### config.mk
export PLATFORM = sky130hd
export DESIGN_NAME = nfc_page_writer
export DESIGN_NICKNAME = d
export VERILOG_FILES = /design/src/rtl/nfc_pkg.sv /design/src/rtl/nfc_page_writer.sv
export SDC_FILE = /design/constraint.sdc
export NUM_CORES = 1
export LEC_CHECK = 0
export CAP_MARGIN = 20
export CORE_MARGIN = 2
export CORE_UTILIZATION = 25
export CTS_CLUSTER_SIZE = 8
export DETAILED_ROUTE_END_ITERATION = 16
export HOLD_SLACK_MARGIN = 0.06
export PLACE_DENSITY = 0.46
export SYNTH_ARGS = -nofsm -noshare
export SYNTH_HDL_FRONTEND = slang
export SYNTH_SLANG_ARGS = --single-unit
export TNS_END_PERCENT = 100
### constraint.sdc
create_clock -name clk -period 3.2 [get_ports clk]
set_input_delay 0.32 -clock clk [delete_from_list [all_inputs] [get_ports clk]]
set_output_delay 0.32 -clock clk [all_outputs]
set_load 0.01 [all_outputs]
### src/rtl/nfc_pkg.sv
// Shared definitions for the NAND copy controller: flash command bytes,
// page geometry and the flash-B page-program state encoding.
package nfc_pkg;

  localparam logic [7:0]  CMD_PROG   = 8'h80;
  localparam logic [7:0]  CMD_CONF   = 8'h10;
  localparam int unsigned PAGE_BYTES = 512;
  localparam int unsigned PAGE_W     = 9;
  localparam int unsigned CNT_W      = 9;

  typedef enum logic [3:0] {
    ST_C1_L, ST_C1_H,
    ST_A0_L, ST_A0_H,
    ST_A1_L, ST_A1_H,
    ST_A2_L, ST_A2_H,
    ST_LOAD,
    ST_D_L,  ST_D_H,
    ST_C2_L, ST_C2_H,
    ST_TWB,
    ST_BUSY,
    ST_FIN
  } nfc_state_e;

  function automatic logic we_low(input nfc_state_e s);
    return s inside {ST_C1_L, ST_A0_L, ST_A1_L, ST_A2_L, ST_D_L, ST_C2_L};
  endfunction

endpackage

### src/rtl/nfc_page_writer.sv
// Flash-B page-program engine: streams bytes from the read side into
// successive flash-B pages (80h, 3 address cycles, 512 data bytes, 10h, R/B wait).
module nfc_page_writer
  import nfc_pkg::*;
#(
  parameter int unsigned PAGES      = 512,
  parameter int unsigned TWB_CYCLES = 4
) (
  input  logic        clk,
  input  logic        rst,
  input  logic [7:0]  in_data,
  input  logic        in_valid,
  output logic        in_ready,
  output logic [8:0]  page_idx,
  output logic        done,
  inout  wire  [7:0]  F_IO_B,
  output logic        F_CLE_B,
  output logic        F_ALE_B,
  output logic        F_REN_B,
  output logic        F_WEN_B,
  input  logic        F_RB_B
);

  localparam int unsigned         TW        = (TWB_CYCLES > 1) ? $clog2(TWB_CYCLES) : 1;
  localparam logic [TW-1:0]       TWB_LAST  = TW'(TWB_CYCLES - 1);
  localparam logic [PAGE_W-1:0]   PAGE_LAST = PAGE_W'(PAGES - 1);
  localparam logic [CNT_W-1:0]    BYTE_LAST = CNT_W'(PAGE_BYTES - 1);

  nfc_state_e        state_q, state_d;
  logic [PAGE_W-1:0] page_idx_q, page_idx_d;
  logic [CNT_W-1:0]  byte_cnt_q, byte_cnt_d;
  logic [TW-1:0]     twb_cnt_q, twb_cnt_d;
  logic [7:0]        data_q, data_d;
  logic [7:0]        io_q, io_d;
  logic              cle_q, cle_d;
  logic              ale_q, ale_d;
  logic              wen_q, wen_d;

  always_comb begin : next_state
    state_d    = state_q;
    page_idx_d = page_idx_q;
    byte_cnt_d = byte_cnt_q;
    twb_cnt_d  = twb_cnt_q;
    data_d     = data_q;
    case (state_q)
      ST_C1_L: state_d = ST_C1_H;
      ST_C1_H: state_d = ST_A0_L;
      ST_A0_L: state_d = ST_A0_H;
      ST_A0_H: state_d = ST_A1_L;
      ST_A1_L: state_d = ST_A1_H;
      ST_A1_H: state_d = ST_A2_L;
      ST_A2_L: state_d = ST_A2_H;
      ST_A2_H: state_d = ST_LOAD;
      ST_LOAD: begin
        if (in_valid) begin
          data_d  = in_data;
          state_d = ST_D_L;
        end
      end
      ST_D_L: state_d = ST_D_H;
      ST_D_H: begin
        byte_cnt_d = byte_cnt_q + CNT_W'(1);
        state_d    = (byte_cnt_q == BYTE_LAST) ? ST_C2_L : ST_LOAD;
      end
      ST_C2_L: state_d = ST_C2_H;
      ST_C2_H: begin
        twb_cnt_d = '0;
        state_d   = ST_TWB;
      end
      ST_TWB: begin
        if (twb_cnt_q == TWB_LAST) state_d = ST_BUSY;
        else                       twb_cnt_d = twb_cnt_q + TW'(1);
      end
      ST_BUSY: begin
        if (F_RB_B) begin
          byte_cnt_d = '0;
          if (page_idx_q == PAGE_LAST) begin
            state_d = ST_FIN;
          end else begin
            page_idx_d = page_idx_q + PAGE_W'(1);
            state_d    = ST_C1_L;
          end
        end
      end
      ST_FIN:  state_d = ST_FIN;
      default: state_d = ST_C1_L;
    endcase
  end

  // Bus pins are a registered decode of the current state, so each pin change
  // trails its state by one clock and every _L/_H pair gives one clock of setup and hold.
  always_comb begin : bus_decode
    cle_d = 1'b0;
    ale_d = 1'b0;
    io_d  = '0;
    wen_d = ~we_low(state_q);
    case (state_q)
      ST_C1_L, ST_C1_H: begin
        cle_d = 1'b1;
        io_d  = CMD_PROG;
      end
      ST_A0_L, ST_A0_H: ale_d = 1'b1;
      ST_A1_L, ST_A1_H: begin
        ale_d = 1'b1;
        io_d  = page_idx_q[7:0];
      end
      ST_A2_L, ST_A2_H: begin
        ale_d = 1'b1;
        io_d  = {7'b0, page_idx_q[8]};
      end
      ST_LOAD:        io_d = io_q;
      ST_D_L, ST_D_H: io_d = data_q;
      ST_C2_L, ST_C2_H: begin
        cle_d = 1'b1;
        io_d  = CMD_CONF;
      end
      default: ;
    endcase
  end

  always_ff @(posedge clk) begin
    if (rst) begin
      state_q    <= ST_C1_L;
      page_idx_q <= '0;
      byte_cnt_q <= '0;
      twb_cnt_q  <= '0;
      data_q     <= '0;
      io_q       <= '0;
      cle_q      <= 1'b0;
      ale_q      <= 1'b0;
      wen_q      <= 1'b1;
    end else begin
      state_q    <= state_d;
      page_idx_q <= page_idx_d;
      byte_cnt_q <= byte_cnt_d;
      twb_cnt_q  <= twb_cnt_d;
      data_q     <= data_d;
      io_q       <= io_d;
      cle_q      <= cle_d;
      ale_q      <= ale_d;
      wen_q      <= wen_d;
    end
  end

  assign in_ready = (state_q == ST_LOAD);
  assign done     = (state_q == ST_FIN);
  assign page_idx = page_idx_q;
  assign F_IO_B   = io_q;
  assign F_CLE_B  = cle_q;
  assign F_ALE_B  = ale_q;
  assign F_WEN_B  = wen_q;
  assign F_REN_B  = 1'b1;

endmodule

==> summary.txt <==
Setup path
  • Crit-path cells: nand2_1 > nor2_1 > clkdlybuf4s50_1
  • Worst path max stage delay: 0.92 ns
  • Worst Setup End Kind: output port
  • Crit path from: state_q[1]
  • WP data required: 2.88 ns
  • Crit path DAT: 2.17 ns
  • Kind of start point of the critical path: register
  • WS Path Type: register to output port
  • Worst r2r src: state_q[1]
  • Crit path max-delay family: flip-flops
  • Slowest library cell on the worst path: dfxtp_1
  • Worst path buffer plus inverter count: 1
  • Worst Path Max Fanout: 26

Finish
  • Fill cell count: between 900 and 1000
  • Commonest non-fill, non-tap cells in the layout: dfxtp_1 (43), nand2_1 (36), a21oi_1 (26)
  • Fin cells: between 300 and 400
  • Commonest non-fill, non-tap cell in the layout: dfxtp_1
  • Layout cells sized above 1: 0.06250
  • # diodes: 0
  • Nets@finish: 304
  • Reg area: 860.8 um^2
  • Area delta synth->final: 18.30%
  • Multi-input logic area: 0.001212 mm^2
  • Post-layout util: 0.3013
  • Post-layout instance area: 0.002589 mm^2

STA
  • Final hold viol count: 0
  • Setup_tns: 0 ns
  • Slew @ Worst Pin: approximately 0.92 ns
  • Max-slew headroom: 0.3841
  • Final slew viol count: 0
  • Final setup skew: 0.007541 ns
  • RSZ-0062 raised after global routing: false
  • Crit path time final: about 2.5 ns
  • Period utilization: 0.7796
  • Fin worst setup slack: 0.7053 ns
  • Fmax: 0.4009 GHz
  • Final setup viols: 0

Power and ir drop
  • Max VDD drop: roughly 120 uV
  • Switching Fraction: 0.2513
  • Seq pwr share: 0.577
  • Clock Power Share: 0.360
  • Internal Power: 0.0007255 W
  • Combinational power share: 0.063
  • Leak: 0.8869 nW
  • PD cells: 374.3 mW/mm^2
  • Sw power: around 0.00024 W

Synthesis
  • Register area share after synthesis: 0.3934
  • Post-Synthesis Net Count: 290
  • Multiplexer share of the synthesized area: 0.01887
  • Post-synthesis simple-gate area fraction: 0.2945
  • Largest family of logic cells by synthesized area: simple AND/OR/NAND/NOR gates
  • Avg Cell Area, Syn: 8.016 um^2
  • Mapped Area: 0.002188 mm^2
  • Yosys reg bits: 43
  • Top FF cell, synth: dfxtp_1
  • Number of synthesized flops with an enable pin: 0
  • Syn. warnings: 0
  • Yosys top cell by area: dfxtp_1
  • Number of distinct library cells after synthesis: 49
  • Fraction of registers with async set or reset after synthesis: 0
  • Compound-cell area share of the yosys netlist: 0.1670
  • Gate count of the mapped netlist: 273
  • Adder-Cell Fraction of Synth Area: 0.03316
  • Post-Synth XOR/XNOR Area: 0.03602
  • Top post-synthesis cells by area: dfxtp_1 (39%), nand2_1 (6.2%), a21oi_1 (5.9%)
  • Top-area cell type share of the netlist area: 0.3934

Global route
  • Aggregate global-route resource usage: 0.1203
  • Initial antenna violation count: 0
  • First-pass GRT wire length: 9390 um
  • Largest net degree at the start of global routing: 28
  • Number of global-route vias before repair: a little under 2000
  • Final global-route overflow total: 0

Placed design
  • Placed cells: between 300 and 400
  • Placed Instance Area: ~0.0025 mm^2
  • Dpl hpwl: between 3000 and 4000 um
  • Buffers on Ports: 25
  • Placer Congestion: between 0.7 and 0.8
  • Pre-CTS setup slack: around 1.0 ns

Worst hold path
  • HP Start: F_IO_B[0]
  • Min-Delay Path Class: input pin to register

Clock tree
  • TritonCTS buffer count: 5
  • Worst skew pair latency: about 0.29 ns
  • Clk Tree Root Cell: clkbuf_8
  • Worst-path clk slew: approximately 0.090 ns
  • Setup Buffers After CTS: 0
  • CTS Hold Bufs: 0
  • CTS Sinks: 43
  • Longest Clk Path Bufs: 2
  • CTS resizes: 0
  • CTS tree: yes
  • H-Tree Depth: 2

Route
  • DRT Pass-1 Iters: 4
  • Routed vias/inst: 4.899
  • Final ANT Viol Nets: 0
  • DRC: 0
  • DR WL/cell: 13.87 um
  • Detailed Route Iter0 Violations: ~100
  • DRT Wirelength: 5491 um
  • Vias post-DR: 1940

Floorplan
  • Core outline area: 0.008593 mm^2
  • Die ar.: 0.009518 mm^2
  • Initial Utilization: 0.2547
  • I/O pin count: 35
  • Die Wd: 97.56 um
  • Placement Rows: 34
  • Die height: 97.56 um

Outcome
  • Status: finished clean

Job
  • Max Cap Viol: 0
==> power by group through the flow <==
| stage | sequential, W | combinational [W] | clock, W |
|---|---|---|---|
| after global placement | 0.000572 | 0.0000621 | 0 |
| after global routing | 0.000562 | 0.0000681 | 0.000390 |
| final | 0.000559 | 0.0000610 | 0.000349 |
| after detailed placement | 0.000572 | 0.0000615 | 0 |
| after CTS | 0.000559 | 0.0000617 | 0.000365 |
| after floorplan | 0.000557 | 0.0000510 | 0 |
==> cells in the mapped netlist (3+ instances only) <==
cell type and instances:
buf_2 7, inv_1 5, o21ai_0 9, nand4_1 5, a21oi_1 26, nand3b_1 3
xor2_1 4, or3_1 4, and3_1 3, nor3_1 5, nand2b_1 4, clkbuf_1 10
nand2_1 36, xnor2_1 5, mux2i_1 3, nor2_1 24, a21o_1 7, nor4b_1 5
dfxtp_1 43, nor2b_1 5, nand3_1 20, ha_1 5, a31oi_1 3
==> final timing paths <==
kind,cells after the start,to,slack (ns)
max reg2reg,4,page_idx[6],0.94
min reg2reg,2,data_q[0],0.46
min,2,F_IO_B[0],0.20
max,3,done,0.71
==> registers in the layout, indices dropped and copies added (netlist names) <==
| signal | cells |
|---|---|
| state_q | 4 |
| F_CLE_B | 1 |
| byte_cnt_q | 9 |
| F_IO_B | 8 |
| F_WEN_B | 1 |
| F_ALE_B | 1 |
| twb_cnt_q | 2 |
| data_q | 8 |
| page_idx | 9 |
==> cell families after synthesis <==
kind of cell,count (synthesis)
and+or+nand+nor,125
AOI/OAI and AO/OA,59
DFF,43
buffers and inverters,26
xor gates and xnor gates,9
adders and majority gates,6
muxes,4
other,1
==> routing by layer <==
layer,vias up,part of all wire,global-route usage
li1,985,-,-
met1,914,0.48,0.1553
met2,37,0.46,0.1936
met3,4,0.046,0.03237
met4,0,0.011,0.04167
met5,-,0,0
==> cell type report <==
class                           count  share of cell area
Multi-Input combinational cell    204              0.4683
Clock inverter                      3            0.007733
Clock buffer                        5             0.02658
Tap cell                          108             0.05220
Timing Repair Buffer               28              0.1054
Sequential cell                    43              0.3325
Inverter                            5            0.007250
==> stage by stage <==
step | hold WS, ns | total power, W
after global placement | 0.4456 | 0.0006340
after detailed placement | 0.4509 | 0.0006332
after global routing | 0.2184 | 0.001020
after floorplan | 0.4322 | 0.0006082
final | 0.1994 | 0.0009690
after CTS | 0.1887 | 0.0009860
Note: power is estimated with default switching activity, not from simulation.
==> RTL change 1, RTL diff (same settings) <==
`data_q` no longer has a reset.
--- a/src/rtl/nfc_page_writer.sv
+++ b/src/rtl/nfc_page_writer.sv
@@ -124,7 +124,6 @@
       page_idx_q <= '0;
       byte_cnt_q <= '0;
       twb_cnt_q  <= '0;
-      data_q     <= '0;
       io_q       <= '0;
       cle_q      <= 1'b0;
       ale_q      <= 1'b0;
@@ -134,12 +133,15 @@
       page_idx_q <= page_idx_d;
       byte_cnt_q <= byte_cnt_d;
       twb_cnt_q  <= twb_cnt_d;
-      data_q     <= data_d;
       io_q       <= io_d;
       cle_q      <= cle_d;
       ale_q      <= ale_d;
       wen_q      <= wen_d;
     end
+  end
+
+  always_ff @(posedge clk) begin
+    data_q <= data_d;
   end
 
   assign in_ready = (state_q == ST_LOAD);
Behaviour: no difference found for any inputs over 10 cycles, from zero or initial values and one cycle with rst high; that may be too few to reach the edited logic, so the function may still have changed.
==> RTL change 1 against the original RTL <==
  * Maximum frequency grew 1.8%
  * Power rose by 4.2%
  * Sequential power is 3% higher
  * Design area is 0.19% lower
  * Wire length decreased by 7.0%
  * Cell count shrank 6.6%
  * Count of clock-buffer cells in the layout did not move
  * Setup slack improved by 0.043 ns
  * Combinational power rose by 5.7%
  * Clock skew about the same
  * Sequential cell count is the same
  * Hold slack better by 0.016 ns
  * Area after synthesis shrank 0.91%
  * Die area fell by 0.88%
  * Critical endpoint is now in_ready
  * Largest cell class unchanged
==> RTL change 1: results (changes against the original RTL) <==
number of global-route vias before repair = 1,722 (was 1,927)
Post-synth EDFFs = 8 (was 0)
first-pass GRT wire length = 8580 µm (was 9390 µm)
commonest cells in the netlist = dfxtp_1, nand2_1, nor2_1, a21oi_1 (was dfxtp_1, nand2_1, a21oi_1, nor2_1, nand3_1)
Slew HR = 35.2% (was 38.4%)
maximum vdd drop = 0.000159 V (was 0.000122 V)
fin nets = 281 (was 304)
M1 wire length = 2390 µm (was 2640 µm)
pre-CTS setup slack = 1.12 ns (was 1.00 ns)
Crit Reg-Reg Endpoint = state_q[0] (was page_idx[6])
Synth area leaders = dfxtp_1, edfxtp_1, nand2_1 (was dfxtp_1, nand2_1, a21oi_1)
Post-Synth XOR/XNOR Area = 4.04% (was 3.60%)
Final HPWL DP = 3530 µm (was 3860 µm)
CP Data Arrival Time = 2.13 ns (was 2.17 ns)
status = complete, no violations (unchanged)
pwr dens = 391 mW/mm² (was 374 mW/mm²)
proportion of layout cells with a drive suffix above 1 = 7.55% (was 6.25%)
Post-synth top flop = dfxtp_1 (unchanged)
Post-Syn Nets = 261 (was 290)
met1 usage in global routing = 13.6% (was 15.5%)
clock skew = 0.00716 ns (was 0.00754 ns)
WHS Endpoint = F_IO_B[0] (unchanged)
DR WL met3 = 307 µm (was 254 µm)
register-to-register setup slack = 1.20 ns (was 0.94 ns)
clock buffer depth = 2 (unchanged)
reg2reg start = state_q[0] (was state_q[1])
Tot GR Track Use = 11.2% (was 12.0%)
drt initial violations = 90 (was 104)
WL met2 = 2350 µm (was 2540 µm)
fillers = 846 (was 959)
final wirelength = 5100 µm (was 5490 µm)
largest net degree at the start of global routing = 30 (was 28)
Vias/cell = 4.67 (was 4.90)
synth unique cells = 52 (was 49)
Max FO, Critical Path = 29 (was 26)
met3 GRT Util = 4.32% (was 3.24%)
Synth Area in Adders = 3.35% (was 3.32%)
Leak = 0.000859 µW (was 0.000887 µW)
Placed Instance Area = 0.00249 mm² (was 0.00250 mm²)
Min-Delay Path Class = in2reg (unchanged)
mux cell area share after synthesis = 1.90% (was 1.89%)
M2 GR Usage = 18.2% (was 19.4%)
GP Congestion = 0.736 (was 0.759)
complex-gate fraction of the synthesized area = 14.7% (was 16.7%)
Seq/Total Area, Yosys = 43.4% (was 39.3%)
## RTL change 1: cell types whose count changed after synthesis, sizes merged, moves of 3 or more
cell,before,now
nand2,36,27
or3,4,1
clkbuf,10,3
xnor2,5,10
nand3,21,10
dfxtp,43,35
a21oi,26,16
xor2,4,0
edfxtp,0,8
nor3,5,10
nand4,6,3
## RTL change 1: power by group
part / total (µW) / leakage (µW) / switching, µW / internal, µW
logic: 64.5 / 0.000463 / 28.5 / 36.0
clock network: 372 / 0.0000408 / 216 / 156
registers: 573 / 0.000355 / 16.5 / 556
## RTL change 1: final cells by class
type	count	area share [%]
Timing Repair Buffer	28	10.6
Inverter	7	1.02
Clock inverter	3	0.920
Clock buffer	5	2.66
Sequential cell	43	36.4
Tap cell	105	5.08
Multi-Input combinational cell	179	43.3
## RTL change 1: worst max-delay path by stage
stage,from,end,slack (ns),cells past startpoint
after floorplan,page_idx[0],page_idx[1],1.56,9
after CTS,state_q[0],in_ready,0.77,2
after global placement,state_q[0],in_ready,1.13,2
after detailed placement,state_q[0],in_ready,1.12,2
after global routing,state_q[0],in_ready,0.65,2
final,state_q[0],in_ready,0.75,2
## RTL change 1: per-stage QoR
stage	std cells	hold WS [ns]	total power [µW]
floorplan	244	0.419	625
global placement	362	0.484	651
detailed placement	362	0.491	651
CTS	370	0.222	1020
global route	370	0.223	1050
finish	370	0.216	1010
## RTL change 1: critical path, stage by stage (launching register included)
cell	delay [ns]
dfxtp_1	0.63
nor4b_2	0.57
clkdlybuf4s50_1	0.63
==> RTL change 2, RTL diff (same flow settings) <==
Without the edit above. Change the parameter `TWB_CYCLES` from 4 to 16.
--- a/src/rtl/nfc_page_writer.sv
+++ b/src/rtl/nfc_page_writer.sv
@@ -4,7 +4,7 @@
   import nfc_pkg::*;
 #(
   parameter int unsigned PAGES      = 512,
-  parameter int unsigned TWB_CYCLES = 4
+  parameter int unsigned TWB_CYCLES = 16
 ) (
   input  logic        clk,
   input  logic        rst,
Function: same outputs for any inputs over 10 cycles, from zero or initial values and one cycle with rst high; that may be too few to reach the edited logic, so the function may still have changed.
==> RTL change 2 against the original RTL <==
  * Design area increased by 4.5%
  * Critical path type unchanged
  * First-iteration DRC count down 22%
  * Hold slack lost 0.0061 ns
  * Global-route usage rose by 0.13 points
  * Highest routed layer unchanged
  * Power increased by 7.0%
  * Wire length is 3.8% higher
  * Setup slack improved by 0.076 ns
  * Sequential cell count up 2
  * Area after synthesis rose by 4.0%
==> RTL change 2: results (changes against the original RTL) <==
CTS-repair resized insts = 0 (unchanged)
GP Congestion = 0.768 (was 0.759)
largest net degree at the start of global routing = 29 (was 28)
Max FO, Critical Path = 28 (was 26)
Detail Route Antenna Nets = 0 (unchanged)
Tot GR Track Use = 12.2% (was 12.0%)
Post-Syn Nets = 298 (was 290)
clk_lat worst skew = 0.31 ns (was 0.29 ns)
number of global-route vias before repair = 1,928 (was 1,927)
Vias/cell = 4.91 (was 4.90)
proportion of layout cells with a drive suffix above 1 = 6.73% (was 6.25%)
Post-CTS Setup Bufs = 0 (unchanged)
wire per inst = 14.1 µm (was 13.9 µm)
fillers = 938 (was 959)
highest routed layer = met4 (unchanged)
Synth area leaders = dfxtp_1, a21oi_1, nor2_1 (was dfxtp_1, nand2_1, a21oi_1)
Final HPWL DP = 4070 µm (was 3860 µm)
Worst-Margin Slew = 0.897 ns (was 0.921 ns)
mux cell area share after synthesis = 2.64% (was 1.89%)
Post-Synth XOR/XNOR Area = 3.46% (was 3.60%)
first-pass GRT wire length = 9800 µm (was 9390 µm)
DR WL met3 = 220 µm (was 254 µm)
clk root buf = clkbuf_8 (unchanged)
Post-synth ARST share = 0% (unchanged)
CTS buffer count = 5 (unchanged)
R2R depth = 4 (unchanged)
synth unique cells = 52 (was 49)
Synth Area in Adders = 3.19% (was 3.32%)
drt initial violations = 81 (was 104)
initial antenna violation count = 0 (unchanged)
M1 wire length = 2950 µm (was 2640 µm)
clock skew = 0.0154 ns (was 0.00754 ns)
CP Data Arrival Time = 2.10 ns (was 2.17 ns)
Placed Instance Area = 0.00262 mm² (was 0.00250 mm²)
Reg clk slew, reported paths = 0.09 ns (about the same)
fin nets = 313 (was 304)
status = complete, no violations (unchanged)
hold depth = 2 (unchanged)
complex-gate fraction of the synthesized area = 16.4% (was 16.7%)
WL met2 = 2480 µm (was 2540 µm)
maximum vdd drop = 0.000143 V (was 0.000122 V)
Seq/Total Area, Yosys = 39.6% (was 39.3%)
commonest cells in the netlist = dfxtp_1, nor2_1, a21oi_1, nand2_1, nand3_1 (was dfxtp_1, nand2_1, a21oi_1, nor2_1, nand3_1)
Leak = 0.000912 µW (was 0.000887 µW)
## RTL change 2: per-layer routing
metal	vias up	global-route usage, %
met5	-	0
met4	0	2.53
met3	5	3.16
met2	28	18.3
met1	926	17.5
li1	1030	-
## RTL change 2: power breakdown
group | internal (µW) | switching [µW]
Clock | 155 | 211
Sequential | 567 | 17.6
Combinational | 41.3 | 44.6
## RTL change 2: cells by family after synthesis
family | after synthesis
simple gates | 123
flops | 45
other cells | 1
xor+xnor | 9
fa+ha+maj | 6
buf+inv | 32
compound gates | 59
mux | 6
## RTL change 2: through the flow
stage	instances	worst slack, ns
floorplan	281	1.57
finish	405	0.781
CTS	405	0.766
global route	405	0.551
detailed placement	397	0.977
global placement	397	0.982
## RTL change 2: worst max-delay path, stage by stage, from the launching register on
cell and delay, ns:
dfxtp_1 0.92, nand2_1 0.17, nor2_1 0.16, clkdlybuf4s50_1 0.55
## RTL change 2: final timing paths
path | from | slack (ns) | end
setup reg to reg | state_q[3] | 1.14 | byte_cnt_q[5]
setup / recovery | state_q[0] | 0.78 | done
hold reg to reg | data_q[0] | 0.47 | data_q[0]
hold / removal | F_IO_B[0] | 0.19 | F_IO_B[0]
## RTL change 2: layout make-up
| class | count | area, µm² | share of cell area (%) |
|---|---|---|---|
| Multi-Input combinational cell | 204 | 1250 | 46.2 |
| Clock inverter | 3 | 21.3 | 0.786 |
| Sequential cell | 45 | 901 | 33.3 |
| Clock buffer | 5 | 68.8 | 2.54 |
| Timing Repair Buffer | 31 | 295 | 10.9 |
| Inverter | 9 | 33.8 | 1.25 |
| Tap cell | 108 | 135 | 5.00 |
